[config.mk]
export PLATFORM = sky130hd
export DESIGN_NAME = uart_tx_fifo
export DESIGN_NICKNAME = d
export VERILOG_FILES = /design/src/rtl/uart_tx_fifo.sv
export SDC_FILE = /design/constraint.sdc
export NUM_CORES = 1
export LEC_CHECK = 0
export ABC_CLOCK_PERIOD_IN_PS = 3700
export CAP_MARGIN = 20
export CORE_MARGIN = 2
export CORE_UTILIZATION = 30
export DETAILED_ROUTE_END_ITERATION = 6
export GPL_TIMING_DRIVEN = 0
export SLEW_MARGIN = 20
export SYNTH_ARGS = -nofsm -noshare
export SYNTH_HDL_FRONTEND = slang
export SYNTH_SLANG_ARGS = --single-unit
[constraint.sdc]
create_clock -name clk -period 3.7 [get_ports clk]
set_input_delay 0.74 -clock clk [delete_from_list [all_inputs] [get_ports clk]]
set_output_delay 0.74 -clock clk [all_outputs]
set_load 0.02 [all_outputs]
[src/rtl/uart_tx_fifo.sv]
// Buffered UART transmitter: valid/ready byte FIFO feeding an 8-bit, LSB-first, one-stop-bit serialiser.
// Define UART_TX_PARITY_EN to insert an even-parity bit after the data bits (11-bit frames).
module uart_tx_fifo #(
    parameter int CLK_FREQ   = 100_000_000,
    parameter int BAUD_RATE  = 9600,
    parameter int FIFO_DEPTH = 8
) (
    input  logic                          clk,
    input  logic                          reset,
    input  logic                          tx_valid,
    input  logic [7:0]                    tx_byte,
    output logic                          tx_ready,
    output logic                          tx_data,
    output logic                          busy,
    output logic [$clog2(FIFO_DEPTH):0]   fifo_count
);

    localparam int BAUD_DIV = CLK_FREQ / BAUD_RATE;
    localparam int DIV_W    = $clog2(BAUD_DIV);
    localparam int AW       = $clog2(FIFO_DEPTH);
    localparam int CW       = AW + 1;

    localparam logic [DIV_W-1:0] DIV_LAST   = DIV_W'(BAUD_DIV - 1);
    localparam logic [CW-1:0]    FULL_COUNT = CW'(FIFO_DEPTH);

    typedef enum logic [2:0] {
        S_IDLE,
        S_START,
        S_DATA,
`ifdef UART_TX_PARITY_EN
        S_PARITY,
`endif
        S_STOP
    } state_t;

    // ---------------------------------------------------------------- FIFO
    logic [7:0]    mem [FIFO_DEPTH];
    logic [AW-1:0] wr_ptr;
    logic [AW-1:0] rd_ptr;
    logic          push;
    logic          pop;
    logic          fifo_empty;
    logic [7:0]    head_byte;

    assign tx_ready   = (fifo_count != FULL_COUNT);
    assign push       = tx_valid && tx_ready;
    assign fifo_empty = (fifo_count == '0);
    assign head_byte  = mem[rd_ptr];

    // NOTE: state registers use non-blocking assignments so every flop samples pre-edge values.
    always_ff @(posedge clk) begin
        if (reset) begin
            wr_ptr     <= '0;
            rd_ptr     <= '0;
            fifo_count <= '0;
        end else begin
            if (push) wr_ptr <= wr_ptr + 1'b1;
            if (pop)  rd_ptr <= rd_ptr + 1'b1;
            case ({push, pop})
                2'b10:   fifo_count <= fifo_count + 1'b1;
                2'b01:   fifo_count <= fifo_count - 1'b1;
                default: fifo_count <= fifo_count;
            endcase
        end
    end

    // NOTE: the storage array is deliberately not reset; emptiness is tracked by fifo_count alone.
    always_ff @(posedge clk) begin
        if (push) mem[wr_ptr] <= tx_byte;
    end

    // ---------------------------------------------------------------- serialiser
    state_t           state, state_next;
    logic [DIV_W-1:0] div_cnt, div_next;
    logic [2:0]       bit_idx, bit_next;
    logic [7:0]       shift, shift_next;
    logic             tx_data_next;
    logic             div_last;
`ifdef UART_TX_PARITY_EN
    logic             parity_bit, parity_next;
`endif

    assign div_last = (div_cnt == DIV_LAST);
    assign busy     = (state != S_IDLE) || !fifo_empty;

    always_ff @(posedge clk) begin
        if (reset) begin
            state   <= S_IDLE;
            div_cnt <= '0;
            bit_idx <= '0;
            shift   <= '0;
            tx_data <= 1'b1;
`ifdef UART_TX_PARITY_EN
            parity_bit <= 1'b0;
`endif
        end else begin
            state   <= state_next;
            div_cnt <= div_next;
            bit_idx <= bit_next;
            shift   <= shift_next;
            tx_data <= tx_data_next;
`ifdef UART_TX_PARITY_EN
            parity_bit <= parity_next;
`endif
        end
    end

    // NOTE: every signal driven here gets a default first, so no path can infer a latch.
    always_comb begin
        state_next = state;
        bit_next   = bit_idx;
        shift_next = shift;
        pop        = 1'b0;
        div_next   = (state == S_IDLE || div_last) ? '0 : div_cnt + 1'b1;
`ifdef UART_TX_PARITY_EN
        parity_next = parity_bit;
`endif

        case (state)
            S_IDLE: begin
                if (!fifo_empty) begin
                    pop        = 1'b1;
                    shift_next = head_byte;
                    state_next = S_START;
`ifdef UART_TX_PARITY_EN
                    parity_next = ^head_byte;
`endif
                end
            end
            S_START: begin
                if (div_last) begin
                    state_next = S_DATA;
                    bit_next   = '0;
                end
            end
            S_DATA: begin
                if (div_last) begin
                    shift_next = {1'b0, shift[7:1]};
                    if (bit_idx == 3'd7) begin
`ifdef UART_TX_PARITY_EN
                        state_next = S_PARITY;
`else
                        state_next = S_STOP;
`endif
                    end else begin
                        bit_next = bit_idx + 1'b1;
                    end
                end
            end
`ifdef UART_TX_PARITY_EN
            S_PARITY: begin
                if (div_last) state_next = S_STOP;
            end
`endif
            S_STOP: begin
                // Chaining straight into START keeps back-to-back frames gap-free.
                if (div_last) begin
                    if (!fifo_empty) begin
                        pop        = 1'b1;
                        shift_next = head_byte;
                        state_next = S_START;
`ifdef UART_TX_PARITY_EN
                        parity_next = ^head_byte;
`endif
                    end else begin
                        state_next = S_IDLE;
                    end
                end
            end
            default: state_next = S_IDLE;
        endcase

        // The line level is registered from the state being entered, so it has no input-to-output path.
        case (state_next)
            S_START: tx_data_next = 1'b0;
            S_DATA:  tx_data_next = shift_next[0];
`ifdef UART_TX_PARITY_EN
            S_PARITY: tx_data_next = parity_next;
`endif
            default: tx_data_next = 1'b1;
        endcase
    end

endmodule

**After elaboration in Yosys (flattened, before gate mapping)**

Memory sizes are Yosys's and may differ from the RTL's. A register that Yosys moved wholly into a read port is not among the register bits.
Index checks and enable logic that the tools add are counted.

- Flip-flop bits (word level): 39
- Bits in latches: 0
- Memory bits (writable): 64
- Bits in read-only memories: 0
- Input bits: 11
- Output and inout bits: 7
- Logic and storage cells: 67
- Memories: 1

Memories:

| memory | words | bits a word | read ports | clocked after Yosys merged registers in | wr ports | line | source |
|---|---|---|---|---|---|---|---|
| mem | 8 | 8 | 1 | 1 | 1 | 37 | `logic [7:0] mem [FIFO_DEPTH];` |

- $add $sub $neg: 6
- $mul: 0
- Div/mod/pow operators: 0
- Order comparisons: 0
- Eq/ne operators: 14
- Shift-type cells: 0
- Muxes and demuxes: 24
- Bitwise logic cells: 0
- Reductions and logical operators: 13

Operators by type and width:

| operator | count |
|---|---|
| 3-bit two-way mux | 10 |
| 8-bit two-way mux | 3 |
| 8-bit case mux with 3 select lines | 1 |
| 14-bit by 1-bit adder with 14-bit output, second input constant | 1 |
| 14-bit == test, second input constant | 1 |
| 3-bit case mux with 4 select lines | 1 |
| 3-bit by 1-bit adder with 3-bit output, second input constant | 3 |
| 3-bit by 2-bit == test with 1-bit output, second input constant | 3 |
| 2-bit != test, second input constant | 4 |
| 4-bit case mux with 2 select lines | 1 |
| 3-bit by 1-bit == test with 1-bit output, second input constant | 2 |
| 3-bit case mux with 2 select lines | 1 |
| 3-bit nonzero test | 2 |
| 1-bit two-way mux | 5 |
| 4-bit by 1-bit adder with 4-bit output, second input constant | 1 |
| 4-bit zero test | 1 |
| 4-bit != test, second input constant | 1 |
| 1-bit case mux with 2 select lines | 2 |
| 4-bit AND reduction | 1 |
| 2-bit nonzero test | 2 |
| 4-bit by 1-bit subtractor with 4-bit output, second input constant | 1 |
| 3-bit == test, second input constant | 1 |
| 3-bit zero test | 1 |
| 3-bit AND reduction | 1 |
| 6 further kinds | 7 |

**Depth between registers and ports, before layout**

Gate-level depths: netlist of the first run.

- Depth after elaboration: 6
- Gate-level depth with buffers: 13
- Mapped depth without buffers: 13

**Worst setup path before layout of the first run**

Ideal clock, no wire load.

- Kind: flip-flop to flip-flop
- Start point: register fifo_count[1]
- End point: memory mem[2][0], enable pin
- Setup time: 0.398 ns
- Data arrival time: 2.191 ns
- Data required time: 3.302 ns
- Setup slack: 1.111 ns
- Cell stages (with the launch flop): 6
- Path buffers: 1
- Period minus slack after synthesis: 2.589 ns
- Cells stage by stage: dfxtp_1 -> buf_2 -> nor3_1 -> nand2_1 -> nand2_1 -> nor4b_1

- Word-level cells in the longest chain between the ends: 4

RTL lines:

| what | line | source |
|---|---|---|
| start: declaration | 15 | `output logic [$clog2(FIFO_DEPTH):0] fifo_count` |
| start signal: assignment | 60 | `2'b10: fifo_count <= fifo_count + 1'b1;` |
| start signal: assignment | 61 | `2'b01: fifo_count <= fifo_count - 1'b1;` |
| start signal: assignment | 62 | `default: fifo_count <= fifo_count;` |
| 4-bit != test | 45 | `assign tx_ready = (fifo_count != FULL_COUNT);` |
| net tx_ready | 12 | `output logic tx_ready,` |
| 1-bit logical AND | 46 | `assign push = tx_valid && tx_ready;` |
| 1-bit two-way mux | 69 | `if (push) mem[wr_ptr] <= tx_byte;` |
| 1-bit two-way mux (not written as such) | 69 |  |
| end: declaration | 37 |  |

The timed path passes the listed nets, and every way through them passes these cells.

**Final worst setup path of the first run**

- Start point: register fifo_count[1]
- End point: output busy

- Word-level cells in the longest chain between the ends: 3

RTL lines:

| what | line | source |
|---|---|---|
| 4-bit zero test | 47 | `assign fifo_empty = (fifo_count == '0);` |
| 1-bit zero test | n/a |  |
| 1-bit logical OR | 84 | `assign busy = (state != S_IDLE) \|\| !fifo_empty;` |
| end: declaration | 14 | `output logic busy,` |

No other way between the ends.

==> metrics.csv, run 1 <==
metric;value;unit
drt total wl;8.456;mm
Hold WS;0.4638;ns
Pint;2.270;mW
HP Class;flip-flop to flip-flop;
sequential fraction of the synthesis area;0.6103;
Post-layout nets;396;
FMAX;0.3168;GHz
switching part of the total power;0.2981;
Netlist cell types;48;
Final Hold Viols;0;
diode count;0;
peak supply drop;0.3320;mV
warnings from Yosys;0;
GRT Overall Usage;0.1093;
Final Setup Violations;0;
total grt overflow;0;
Ports;18;
Pre-antenna DRT Iters;4;
Mapped Cells;344;
Pwr per Cell Area;609.3;nW/µm²
Worst Hold Path EP;bit_idx[2];
CTS Buf Count;9;
die footprint;16090;µm²
cts hold-fix bufs;0;
Layout area overhead;17.27;%
cts repair resizes;0;
Fill cells;1429;
Leakage;1.796;nW
Post-synth EDFFs;64;
initial core utilization;0.3091;
postcts setup bufs;0;
later-pin clock latency in the skew report;0.35;ns
worst r2r dst;fifo_count[2];
WS Path Type;flip-flop to primary output;
Slew headroom;0.4428;
required time worst endpoint;2.96;ns
layout cells sized above 1;0.1754;
most frequent cells in the layout;edfxtp_1, dfxtp_1, nor2_1, nand2_1, a21oi_1;
Net Count, Synth;363;
Synth async-reset ratio;0;
sequential power share;0.443;
multi-input logic area;1683;µm²
initial antenna violation count;0;
Clock Tree Buf Depth;2;
row cnt;44;
Final GP Congestion;0.7990;
vias per cell;4.989;
die width;126.8;µm
number of global-route vias before repair;2741;
clock group share of total power;0.304;
cells on worst reg2reg path;13;
Worst-Margin Slew;0.8328;ns
fin crit share;0.8531;
CTS tree;yes;
Die Y;126.8;µm
Worst EP arrival;2.42;ns
Final Critical Period;3.157;ns
pin count of the biggest net entering global routing;20;
post-synthesis average cell area;13.16;µm²
Core Area;14640;µm²
hpwl dp;5.962;mm
Reg2Reg Setup Slack;0.83;ns
startpoint types;flip-flop;
pins over their slew limit;0;
Critical R2R Launch;div_cnt[0];
Sw Pwr;0.9644;mW
Reg clk slew, reported paths;0.07;ns
port bufs;16;
Residual DRC;0;
Max-Cap Viols;0;
Top FF cell, synth;edfxtp_1;
commonest non-fill, non-tap cell in the layout;edfxtp_1;
FF/Latch Area;2763;µm²
Tot Pwr;3.235;mW
RSZ-0062 raised after global routing;no;
1st-iter DRT viols;154;
first-pass GRT wire length;13.74;mm
combinational power share;0.253;
Root Buffer;clkbuf_16;
status;finished, final reports clean;
HP Start;bit_idx[2];
CTS Sinks;106;
DR WL/cell;14.94;µm
CP endpoint kind;primary output;
via count;2824;
clock skew;0.005243;ns
H-tree depth;3;
Post-Syn Area;4527;µm²
#FFs+latches synth;106;
WHS Path Cells;2;
CP Max Fanout;10;
Final ANT Viol Nets;0;
worst max-delay path, stage by stage, from the launching register on:
cell             delay [ns]
dfxtp_1                0.31
buf_2                  0.16
nor4_4                 0.52
clkbuf_1               0.40
nand2_1                0.10
clkdlybuf4s50_1        0.57
synthesized netlist by cell type (8+ instances only):
library cell	instances	share of area
xor2_1	15	0.029
clkbuf_1	8	0.0066
a21oi_1	17	0.019
ha_1	8	0.022
mux4_2	16	0.080
nor2_1	39	0.032
nor3_1	10	0.011
edfxtp_1	64	0.42
mux2i_1	10	0.022
buf_2	8	0.0088
nand2_1	19	0.016
dfxtp_1	42	0.19
nand3_1	14	0.015
per-layer routing:
layer,GRT usage,vias up,part of all wire
met5,0,-,0
met4,0.03426,0,0.0095
met3,0.02784,9,0.035
met2,0.1799,53,0.48
met1,0.1420,1411,0.47
li1,-,1351,-
worst max path at each step:
| stage | depth (start not counted) | start | endpoint |
|---|---|---|---|
| 5_1_grt | 5 | fifo_count[1] | busy |
| 6_report | 5 | fifo_count[1] | busy |
| 3_5_place_dp | 9 | tx_valid | fifo_count[2] |
| 3_3_place_gp | 3 | tx_valid | mem[2][6] |
| 4_1_cts | 5 | fifo_count[1] | busy |
| 2_1_floorplan | 5 | fifo_count[1] | mem[2][0] |
layout make-up:
cell class	count	area share
inverter	4	0.002828
tap	184	0.04337
clock inverter	7	0.01556
timing repair buffer	22	0.03865
sequential	106	0.5204
buffer	20	0.01980
clock buffer	9	0.04242
multi-input combinational	214	0.3170
stage by stage:
step	area, µm²	TNS (ns)	setup slack [ns]	util	instances
floorplan	4527	0	1.111	-	344
global placement	4917	-1.524	-0.1247	0.3358	544
detailed placement	5001	0	0.7293	0.3415	550
CTS	5309	0	0.5082	0.3625	566
global route	5309	0	0.3425	0.3625	566
finish	5309	0	0.5434	0.3625	566
logic make-up (layout without fill, tap and decap cells):
kind of cell,after synthesis,count (layout),share of synthesized area
other,1,1,0.0008284
AOI/OAI and AO/OA,41,41,0.05970
and+or+nand+nor,116,116,0.1343
buffers and inverters,24,62,0.02653
adders and majority gates,8,8,0.02211
xor gates and xnor gates,20,20,0.03870
DFF,106,106,0.6103
muxes,28,28,0.1075
registers in the layout (all words and copies together), names as in the netlist, named ones only:
signal,cells
fifo_count,4
shift,8
rd_ptr,3
div_cnt,14
bit_idx,3
mem,64
state,3
wr_ptr,3
tx_data,1
power by group through the flow:
stage                     logic [mW]  registers (mW)  clock network, mW
after global placement         0.799            1.45                  0
after global routing           0.913            1.45               1.05
final                          0.818            1.43              0.983
after CTS                      0.828            1.43               1.01
after detailed placement       0.828            1.46                  0
after floorplan                0.571            1.46                  0
Power figures use the tool's default switching activity.
==> run 2: changes to the inputs <==
--- a/config.mk
+++ b/config.mk
@@ -5,7 +5,7 @@
 export SDC_FILE = /design/constraint.sdc
 export NUM_CORES = 1
 export LEC_CHECK = 0
-export ABC_CLOCK_PERIOD_IN_PS = 3700
+export ABC_CLOCK_PERIOD_IN_PS = 4050
 export CAP_MARGIN = 20
 export CORE_MARGIN = 2
 export CORE_UTILIZATION = 30
==> constraint.sdc (replaced) <==
create_clock -name clk -period 4.05 [get_ports clk]
set_input_delay 0.81 -clock clk [delete_from_list [all_inputs] [get_ports clk]]
set_output_delay 0.81 -clock clk [all_outputs]
set_load 0.02 [all_outputs]
==> results of run 2 <==
Same layout as run 1 (identical final DEF). Status: finished, final reports clean.
Main changes from that run: setup slack after placement 0.7293 ns -> 1.009 ns; setup slack after layout 0.5434 ns -> 0.8234 ns; register-to-register setup slack 0.83 ns -> 1.18 ns; total power 3.235 mW -> 2.955 mW; worst IR drop on VDD 0.3320 mV -> 0.3033 mV
==> run 3: changes to the inputs <==
--- a/config.mk
+++ b/config.mk
@@ -5,7 +5,7 @@
 export SDC_FILE = /design/constraint.sdc
 export NUM_CORES = 1
 export LEC_CHECK = 0
-export ABC_CLOCK_PERIOD_IN_PS = 4050
+export ABC_CLOCK_PERIOD_IN_PS = 2700
 export CAP_MARGIN = 20
 export CORE_MARGIN = 2
 export CORE_UTILIZATION = 30
==> constraint.sdc (replaced) <==
create_clock -name clk -period 2.7 [get_ports clk]
set_input_delay 0.54 -clock clk [delete_from_list [all_inputs] [get_ports clk]]
set_output_delay 0.54 -clock clk [all_outputs]
set_load 0.02 [all_outputs]
==> metrics.csv, run 3 (same netlist as run 1, synthesis figures left out) <==
metric;value;unit;change
clock skew;0.004478;ns;-0.0007650 ns
sequential power share;0.435;;-0.008
pin count of the biggest net entering global routing;20;;unchanged
Final Setup Violations;0;;unchanged
DP Area;5001;µm²;unchanged
Layout area overhead;19.04;%;
crit path from;div_cnt[0];;
Final Hold Viols;0;;unchanged
Reg clk slew, reported paths;0.07;ns;about the same
switching part of the total power;0.3003;;
via count;2863;;+1.4%
CTS Buf Count;9;;unchanged
1st-iter DRT viols;160;;+3.9%
status;finished, final reports clean;;
initial core utilization;0.3091;;unchanged
Root Buffer;clkbuf_16;;
largest registers;mem: 64 flops, div_cnt: 14 flops, shift: 8 flops;;
Critical R2R Launch;div_cnt[0];;
drt total wl;8.694;mm;+2.8%
combinational power share;0.267;;+0.014
Worst-Margin Slew;0.8358;ns;+0.003078 ns
fin crit share;0.9575;;
Post-layout nets;400;;+1.0%
Pre-antenna DRT Iters;4;;unchanged
final instance area;5389;µm²;+1.5%
hpwl dp;5.962;mm;unchanged
Core Area;14640;µm²;unchanged
Clock Tree Buf Depth;2;;unchanged
layout cells sized above 1;0.2124;;+0.03704
pins over their slew limit;0;;unchanged
Sw Pwr;1.360;mW;
CP Max Fanout;4;;-6
later-pin clock latency in the skew report;0.35;ns;about the same
first-pass GRT wire length;13.92;mm;+1.4%
FMAX;0.3868;GHz;
Leakage;1.799;nW;+0.17%
Hold WS;0.4447;ns;-0.01909 ns
GRT Overall Usage;0.1110;;+0.001711
commonest non-fill, non-tap cell in the layout;edfxtp_1;;
Max-Cap Viols;0;;unchanged
diode count;0;;unchanged
initial antenna violation count;0;;unchanged
Residual DRC;0;;unchanged
HP Class;flip-flop to flip-flop;;
RSZ-0062 raised after global routing;yes;;
WS Path Type;flip-flop to flip-flop;;
Final GP Congestion;0.7990;;unchanged
Reg with most FFs;mem;;
Slew headroom;0.4407;;-0.002060
H-tree depth;3;;unchanged
HP Start;div_cnt[0];;
required time worst endpoint;2.98;ns;
Final Critical Period;2.585;ns;
die footprint;16090;µm²;unchanged
DR WL/cell;15.25;µm;+2.1%
CTS Sinks;106;;unchanged
clock group share of total power;0.298;;-0.006
Ports;18;;unchanged
max reg flops;64;;unchanged
vias per cell;5.023;;+0.67%
die width;126.8;µm;unchanged
CP endpoint kind;flip-flop;;
worst setup margin;0.1148;ns;
port bufs;16;;unchanged
dpl ws;-0.1973;ns;
peak supply drop;0.4585;mV;
row cnt;44;;unchanged
Pint;3.168;mW;
CTS tree;yes;;
Worst EP arrival;2.87;ns;+0.45 ns
Pwr per Cell Area;840.2;nW/µm²;
Final ANT Viol Nets;0;;unchanged
most frequent cells in the layout;edfxtp_1, nor2_1, dfxtp_1, nand2_1;;
Die Y;126.8;µm;unchanged
total grt overflow;0;;unchanged
number of global-route vias before repair;2753;;+0.44%
startpoint types;flip-flop;;
[run 3: cell count changes in the layout (fill, tap and decap cells not counted), sizes merged]
cell           delta
buf               +4
clkdlybuf4s50     -1
dlymetal6s2s      +1
[run 3: stage by stage]
stage,cells,power [mW],util,setup TNS (ns)
6_report,570,4.528,0.3680,0
5_1_grt,570,4.762,0.3680,-0.01413
4_1_cts,568,4.523,0.3653,0
3_5_place_dp,550,3.135,0.3415,-0.3457
3_3_place_gp,544,3.087,0.3358,-25.54
2_1_floorplan,344,2.790,-,0
[run 3: layout make-up]
class                           count  area [µm²]
Fill cell                        1432        9255
Sequential cell                   106        2766
Multi-Input combinational cell    214        1725
Timing Repair Buffer               26       237.7
Tap cell                          184       230.2
Clock buffer                        9       225.2
Buffer                             20       106.4
Clock inverter                      7       82.58
Inverter                            4       15.01
[run 3: power groups by stage]
stage / clock [mW] / combinational, mW / sequential [mW]
final: 1.35 / 1.21 / 1.97
after global routing: 1.44 / 1.34 / 1.98
after CTS: 1.38 / 1.17 / 1.97
after detailed placement: 0 / 1.13 / 2.00
after global placement: 0 / 1.09 / 1.99
after floorplan: 0 / 0.783 / 2.01
[run 3: repair_timing]
item / in CTS / in global routing
buffers inserted: 2 / 2
pin swaps: 2 / 3
hold endpoints to repair: 0 / 0
gates resized for setup: 6 / 9
endpoints found under the setup margin: 3 / 3
hold buffers: 0 / 0
[run 3: path summary, 6_finish.rpt]
| kind | endpoint | slack, ns | cells after the start |
|---|---|---|---|
| max reg2reg | fifo_count[3] | 0.11 | 12 |
| min | div_cnt[0] | 0.44 | 1 |
| max | fifo_count[3] | 0.11 | 12 |
| min reg2reg | div_cnt[0] | 0.44 | 1 |
[run 3: critical path, stage by stage, from the launching register on]
cell	delay [ns]
dfxtp_2	0.36
ha_2	0.20
and4_4	0.27
nand4_4	0.14
o21ai_4	0.22
nand2_2	0.10
inv_2	0.10
ha_2	0.20
nor2b_1	0.13
a21oi_1	0.05
o32a_1	0.29
or3_1	0.33
a21oi_2	0.14
[run 3: metal layers]
metal | wire length, µm | global-route usage | vias to the layer above
met5 | 0 | 0 | -
met3 | 304 | 0.02784 | 8
met1 | 4074 | 0.1436 | 1440
met2 | 4243 | 0.1847 | 60
li1 | - | - | 1355
met4 | 71 | 0.03297 | 0
